$ cat src/rtl/box_initiator.sv
// Valid/ready command front-end that sequences the strobes of a 4x8-bit box register file.
// Define BOX_INITIATOR_TIMEOUT_EN to fail reads that see no read_active within TIMEOUT cycles.
module box_initiator #(
    parameter int unsigned TIMEOUT = 15
) (
    input  logic       clk,
    input  logic       rst,
    input  logic       cmd_valid,
    output logic       cmd_ready,
    input  logic       cmd_write,
    input  logic [1:0] cmd_addr,
    input  logic [7:0] cmd_wdata,
    output logic       rsp_valid,
    input  logic       rsp_ready,
    output logic [7:0] rsp_data,
    output logic       rsp_error,
    output logic       busy,
    output logic       box_read_enable,
    output logic       box_write_enable,
    output logic [7:0] box_write_data,
    output logic [1:0] box_address,
    input  logic [7:0] box_read_data,
    input  logic       box_read_active
);

    if (TIMEOUT < 2 || TIMEOUT > 255) begin : g_bad_timeout
        $error("box_initiator: TIMEOUT must lie in 2..255");
    end

    typedef enum logic [2:0] {
        IDLE,
        WR,
        RD,
        WAIT,
        RSP
    } state_t;

    state_t     state, state_d;
    logic       cmd_ready_d;
    logic       rsp_valid_d;
    logic [7:0] rsp_data_d;
    logic       rsp_error_d;
    logic       busy_d;
    logic       read_enable_d;
    logic       write_enable_d;
    logic [7:0] write_data_d;
    logic [1:0] address_d;

`ifdef BOX_INITIATOR_TIMEOUT_EN
    localparam int unsigned CW = $clog2(TIMEOUT + 1);
    localparam logic [CW-1:0] CNT_LAST = CW'(TIMEOUT - 1);
    logic [CW-1:0] cnt, cnt_d;
`endif

    // Outputs are computed one cycle ahead so every port comes straight from a flop.
    always_comb begin
        state_d        = state;
        rsp_valid_d    = 1'b0;
        rsp_data_d     = rsp_data;
        rsp_error_d    = rsp_error;
        read_enable_d  = 1'b0;
        write_enable_d = 1'b0;
        write_data_d   = box_write_data;
        address_d      = box_address;
`ifdef BOX_INITIATOR_TIMEOUT_EN
        cnt_d          = cnt;
`endif
        case (state)
            IDLE: begin
                if (cmd_valid && cmd_ready) begin
                    address_d = cmd_addr;
                    if (cmd_write) begin
                        write_data_d   = cmd_wdata;
                        write_enable_d = 1'b1;
                        state_d        = WR;
                    end else begin
                        read_enable_d = 1'b1;
                        state_d       = RD;
                    end
                end
            end
            WR: begin
                rsp_data_d  = box_write_data;
                rsp_error_d = 1'b0;
                rsp_valid_d = 1'b1;
                state_d     = RSP;
            end
            RD: begin
`ifdef BOX_INITIATOR_TIMEOUT_EN
                cnt_d = '0;
`endif
                state_d = WAIT;
            end
            WAIT: begin
                if (box_read_active) begin
                    rsp_data_d  = box_read_data;
                    rsp_error_d = 1'b0;
                    rsp_valid_d = 1'b1;
                    state_d     = RSP;
`ifdef BOX_INITIATOR_TIMEOUT_EN
                end else if (cnt == CNT_LAST) begin
                    rsp_data_d  = 8'hFF;
                    rsp_error_d = 1'b1;
                    rsp_valid_d = 1'b1;
                    state_d     = RSP;
                end else begin
                    cnt_d = cnt + 1'b1;
`endif
                end
            end
            RSP: begin
                if (rsp_ready) begin
                    state_d = IDLE;
                end else begin
                    rsp_valid_d = 1'b1;
                end
            end
            default: state_d = IDLE;
        endcase
        cmd_ready_d = (state_d == IDLE);
        busy_d      = (state_d != IDLE);
    end

    always_ff @(posedge clk) begin
        if (!rst) begin
            state            <= IDLE;
            cmd_ready        <= 1'b0;
            rsp_valid        <= 1'b0;
            rsp_data         <= '0;
            rsp_error        <= 1'b0;
            busy             <= 1'b0;
            box_read_enable  <= 1'b0;
            box_write_enable <= 1'b0;
            box_write_data   <= '0;
            box_address      <= '0;
        end else begin
            state            <= state_d;
            cmd_ready        <= cmd_ready_d;
            rsp_valid        <= rsp_valid_d;
            rsp_data         <= rsp_data_d;
            rsp_error        <= rsp_error_d;
            busy             <= busy_d;
            box_read_enable  <= read_enable_d;
            box_write_enable <= write_enable_d;
            box_write_data   <= write_data_d;
            box_address      <= address_d;
        end
    end

`ifdef BOX_INITIATOR_TIMEOUT_EN
    always_ff @(posedge clk) begin
        if (!rst) begin
            cnt <= '0;
        end else begin
            cnt <= cnt_d;
        end
    end
`endif

endmodule

$ cat config.mk
export PLATFORM = sky130hd
export DESIGN_NAME = box_initiator
export DESIGN_NICKNAME = d
export VERILOG_FILES = /design/src/rtl/box_initiator.sv
export SDC_FILE = /design/constraint.sdc
export NUM_CORES = 1
export LEC_CHECK = 0
export CORE_MARGIN = 8
export CORE_UTILIZATION = 44
export CTS_CLUSTER_DIAMETER = 80
export DETAILED_ROUTE_END_ITERATION = 8
export GPL_TIMING_DRIVEN = 0
export PLACE_DENSITY = 0.92
export SETUP_SLACK_MARGIN = 0.05
export SLEW_MARGIN = 0
export SYNTH_ARGS = -nofsm -noshare
export SYNTH_HDL_FRONTEND = slang
export SYNTH_SLANG_ARGS = --single-unit
$ cat constraint.sdc
create_clock -name clk -period 1.9 [get_ports clk]
set_input_delay 0.38 -clock clk [delete_from_list [all_inputs] [get_ports clk]]
set_output_delay 0.38 -clock clk [all_outputs]
set_load 0.01 [all_outputs]
==> results of run 1 <==
final cells by class:
type / count / share of cell area (%)
Inverter: 1 / 0.2338
Multi-Input combinational cell: 73 / 31.80
Timing Repair Buffer: 45 / 28.06
Clock buffer: 3 / 1.403
Tap cell: 30 / 2.338
Buffer: 10 / 3.741
Sequential cell: 26 / 32.42
synth_stat cells, drive strengths merged, types with 2 or more instances:
| library cell | instances |
|---|---|
| and2 | 3 |
| buf | 6 |
| clkbuf | 4 |
| dfxtp | 26 |
| mux2i | 18 |
| nand2 | 20 |
| nand3 | 8 |
| nor2b | 3 |
| o211a | 8 |
| o21a | 2 |
final timing paths:
path         cells past startpoint  slack (ps)                        endpoint
max                              1         240               box_write_data[3]
min                              3         430  box_write_data[7]$_SDFFE_PN0P_
max reg2reg                      4         410  box_write_data[4]$_SDFFE_PN0P_
min reg2reg                      2         470     box_address[1]$_SDFFE_PN0P_
per-layer routing:
metal  global-route usage, %  wire (microns)  vias to the layer above
met5                       0               0                        -
met4                   6.812              55                        0
met3                   6.441             275                        6
met2                   21.92            1327                       39
met1                   15.63            1219                      456
li1                        -               -                      477
logic make-up (layout without fill, tap and decap cells):
logic type             after synthesis  count (layout)  synth area share, %
buffers and inverters               11              59                5.828
other                                1               1               0.3425
AOI/OAI and AO/OA                   13              13                10.86
DFF                                 26              26                47.54
and+or+nand+nor                     41              41                18.97
muxes                               18              18                16.46
per-stage QoR:
stage / worst slack, ps / cells / area (sq um) / utilization, %
final: 240.9 / 188 / 1605 / 66.61
after global routing: 190.6 / 188 / 1605 / 66.61
after CTS: 232.6 / 188 / 1605 / 66.61
after floorplan: 456.2 / 110 / 1095 / -
after global placement: -55.93 / 185 / 1583 / 65.68
after detailed placement: -66.02 / 185 / 1583 / 65.68
worst min-delay path, cell delays in order:
cell	delay, ps
clkbuf_1	170
nand2_1	110
mux2i_1	60
state kept, by name (all words and copies together) (netlist names):
name	flops
box_address	2
box_read_enable	1
box_write_data	8
box_write_enable	1
busy	1
cmd_ready	1
rsp_data	8
rsp_valid	1
state	3
power groups by stage:
stage / registers, mW / logic, mW / clock network, mW
after global routing: 0.604 / 0.258 / 0.261
after CTS: 0.599 / 0.242 / 0.231
after floorplan: 0.622 / 0.0993 / 0
final: 0.599 / 0.240 / 0.233
after global placement: 0.609 / 0.235 / 0
after detailed placement: 0.611 / 0.240 / 0
==> out/metrics.yaml, run 1 <==
cp.buffers_inverters: 1
final_cell_mix: "45 x clkdlybuf4s50_1, 26 x dfxtp_1, 20 x nand2_1"
crit_path_max_incr_delay_ps: 560
drive_gt1_share_pct: 6.329
r2r_start: "state[0]$_SDFF_PN0_"
leakage_nw: 0.6631
ys_types: 25
timing.hold.worst.start: "rst"
grt_max_degree: 14
grt_pass1_wl_microns: 4830
root_buffer: "clkbuf_4"
yosysSeqAreaShare_pct: 47.54
clockPowerShare_pct: 21.8
power.internal_mw: 0.7956
dp_hpwl_microns: 2262
avgSynthCellArea_sq_um: 9.953
layout.nets: 184
cp_max_fo: 3
io_pins: 48
clock_latency_ps: 320
setup_violations: 0
clkTransAtPathRegs_ps: 140
status: "complete, no violations"
via_count: 978
rows: 18
synth_largest_area_cell: "dfxtp_1"
endpoint_kind: "primary output"
peakVddDrop_mv: 0.5001
globalplace.congestion: 0.7151
fin_tns_setup_ps: 0
cts.path.max_buffers: 2
max_freq_mhz: 602.7
syn_nets: 134
cp-startpoint: "box_write_data[3]$_SDFFE_PN0P_"
hp-class: "input port to flop"
drc: 0
cts_tree: "yes"
antenna_left: 0
yosys_most_used_dff: "dfxtp_1"
critPathKind: "flop to primary output"
synth_cells: 110
final.setup_skew_ps: 6.019
grt-ovfl-total: 0
cp_cell_sequence: "clkdlybuf4s50_1"
yosys_warnings: 0
critPathArrivalTime_ps: 1280
multi_input_area_sq_um: 510.5
area_growth_pct: 46.63
hold_buffers: 0
power_mw: 1.072
async_flop_share_pct: 0
clock_sinks: 26
cp_slowest_cell: "clkdlybuf4s50_1"
vias_per_cell: 5.202
rsz0062_at_grt: "no"
p_per_area_nw_per_um2: 667.7
hold_violations: 0
avgRoutedWirePerCell_microns: 15.30
pwr-share-comb_pct: 22.4
crit_family: "buffers and inverters"
antenna_found_initial: 0
p_sw_mw: 0.2763
antenna_cells: 0
synthTopCellsByArea: "dfxtp_1 48%, mux2i_1 16%, o211a_1 7.3%, nand2_1 6.9%, nand3_1 3.7%"
slew_viol_final: 0
die_w_microns: 65.88
timing.hold.ws_ps: 432.1
grt_pass1_vias: 1030
worstMarginPinSlew_ps: 525.8
ctsResizeCount: 0
drv_cap: 0
numCtsBuffers: 3
synth_seq_cells: 26
postCtsSetupRepairBufs: 0
start_kind: "flop"
regArea_sq_um: 520.5
drt-initial-drc-count: 29
syn_area_sq_um: 1095
seqPwrFrac_pct: 55.9
dr.pass1.iters: 4
htreeDepth: 1
maxSlewHeadroom_pct: 64.73
dieArea_sq_um: 4340
final_common_cell: "clkdlybuf4s50_1"
core-area_sq_um: 2410
fin_crit_ps: 1659
grtUsageTotal_pct: 13.98
drt-total-wl_microns: 2877
die_y_microns: 65.88
fillCellCount: 172
cp_data_required_time_ps: 1520
power.share.switching_pct: 25.77
yosysTopAreaCellShare_pct: 47.54
io_buffers: 45
min_period_over_period_pct: 87.32
start_util_pct: 45.43
synth_edf_count: 0
No activity file was read; power rests on OpenSTA's default activity.
==> inputs of run 2 (changes only) <==
--- a/config.mk
+++ b/config.mk
@@ -9,6 +9,7 @@
 export CORE_UTILIZATION = 44
 export CTS_CLUSTER_DIAMETER = 80
 export DETAILED_ROUTE_END_ITERATION = 8
+export GPL_ROUTABILITY_DRIVEN = 0
 export GPL_TIMING_DRIVEN = 0
 export PLACE_DENSITY = 0.92
 export SETUP_SLACK_MARGIN = 0.05
==> results of run 2 <==
No change in the layout: final DEF, timing and power equal those of run 1.
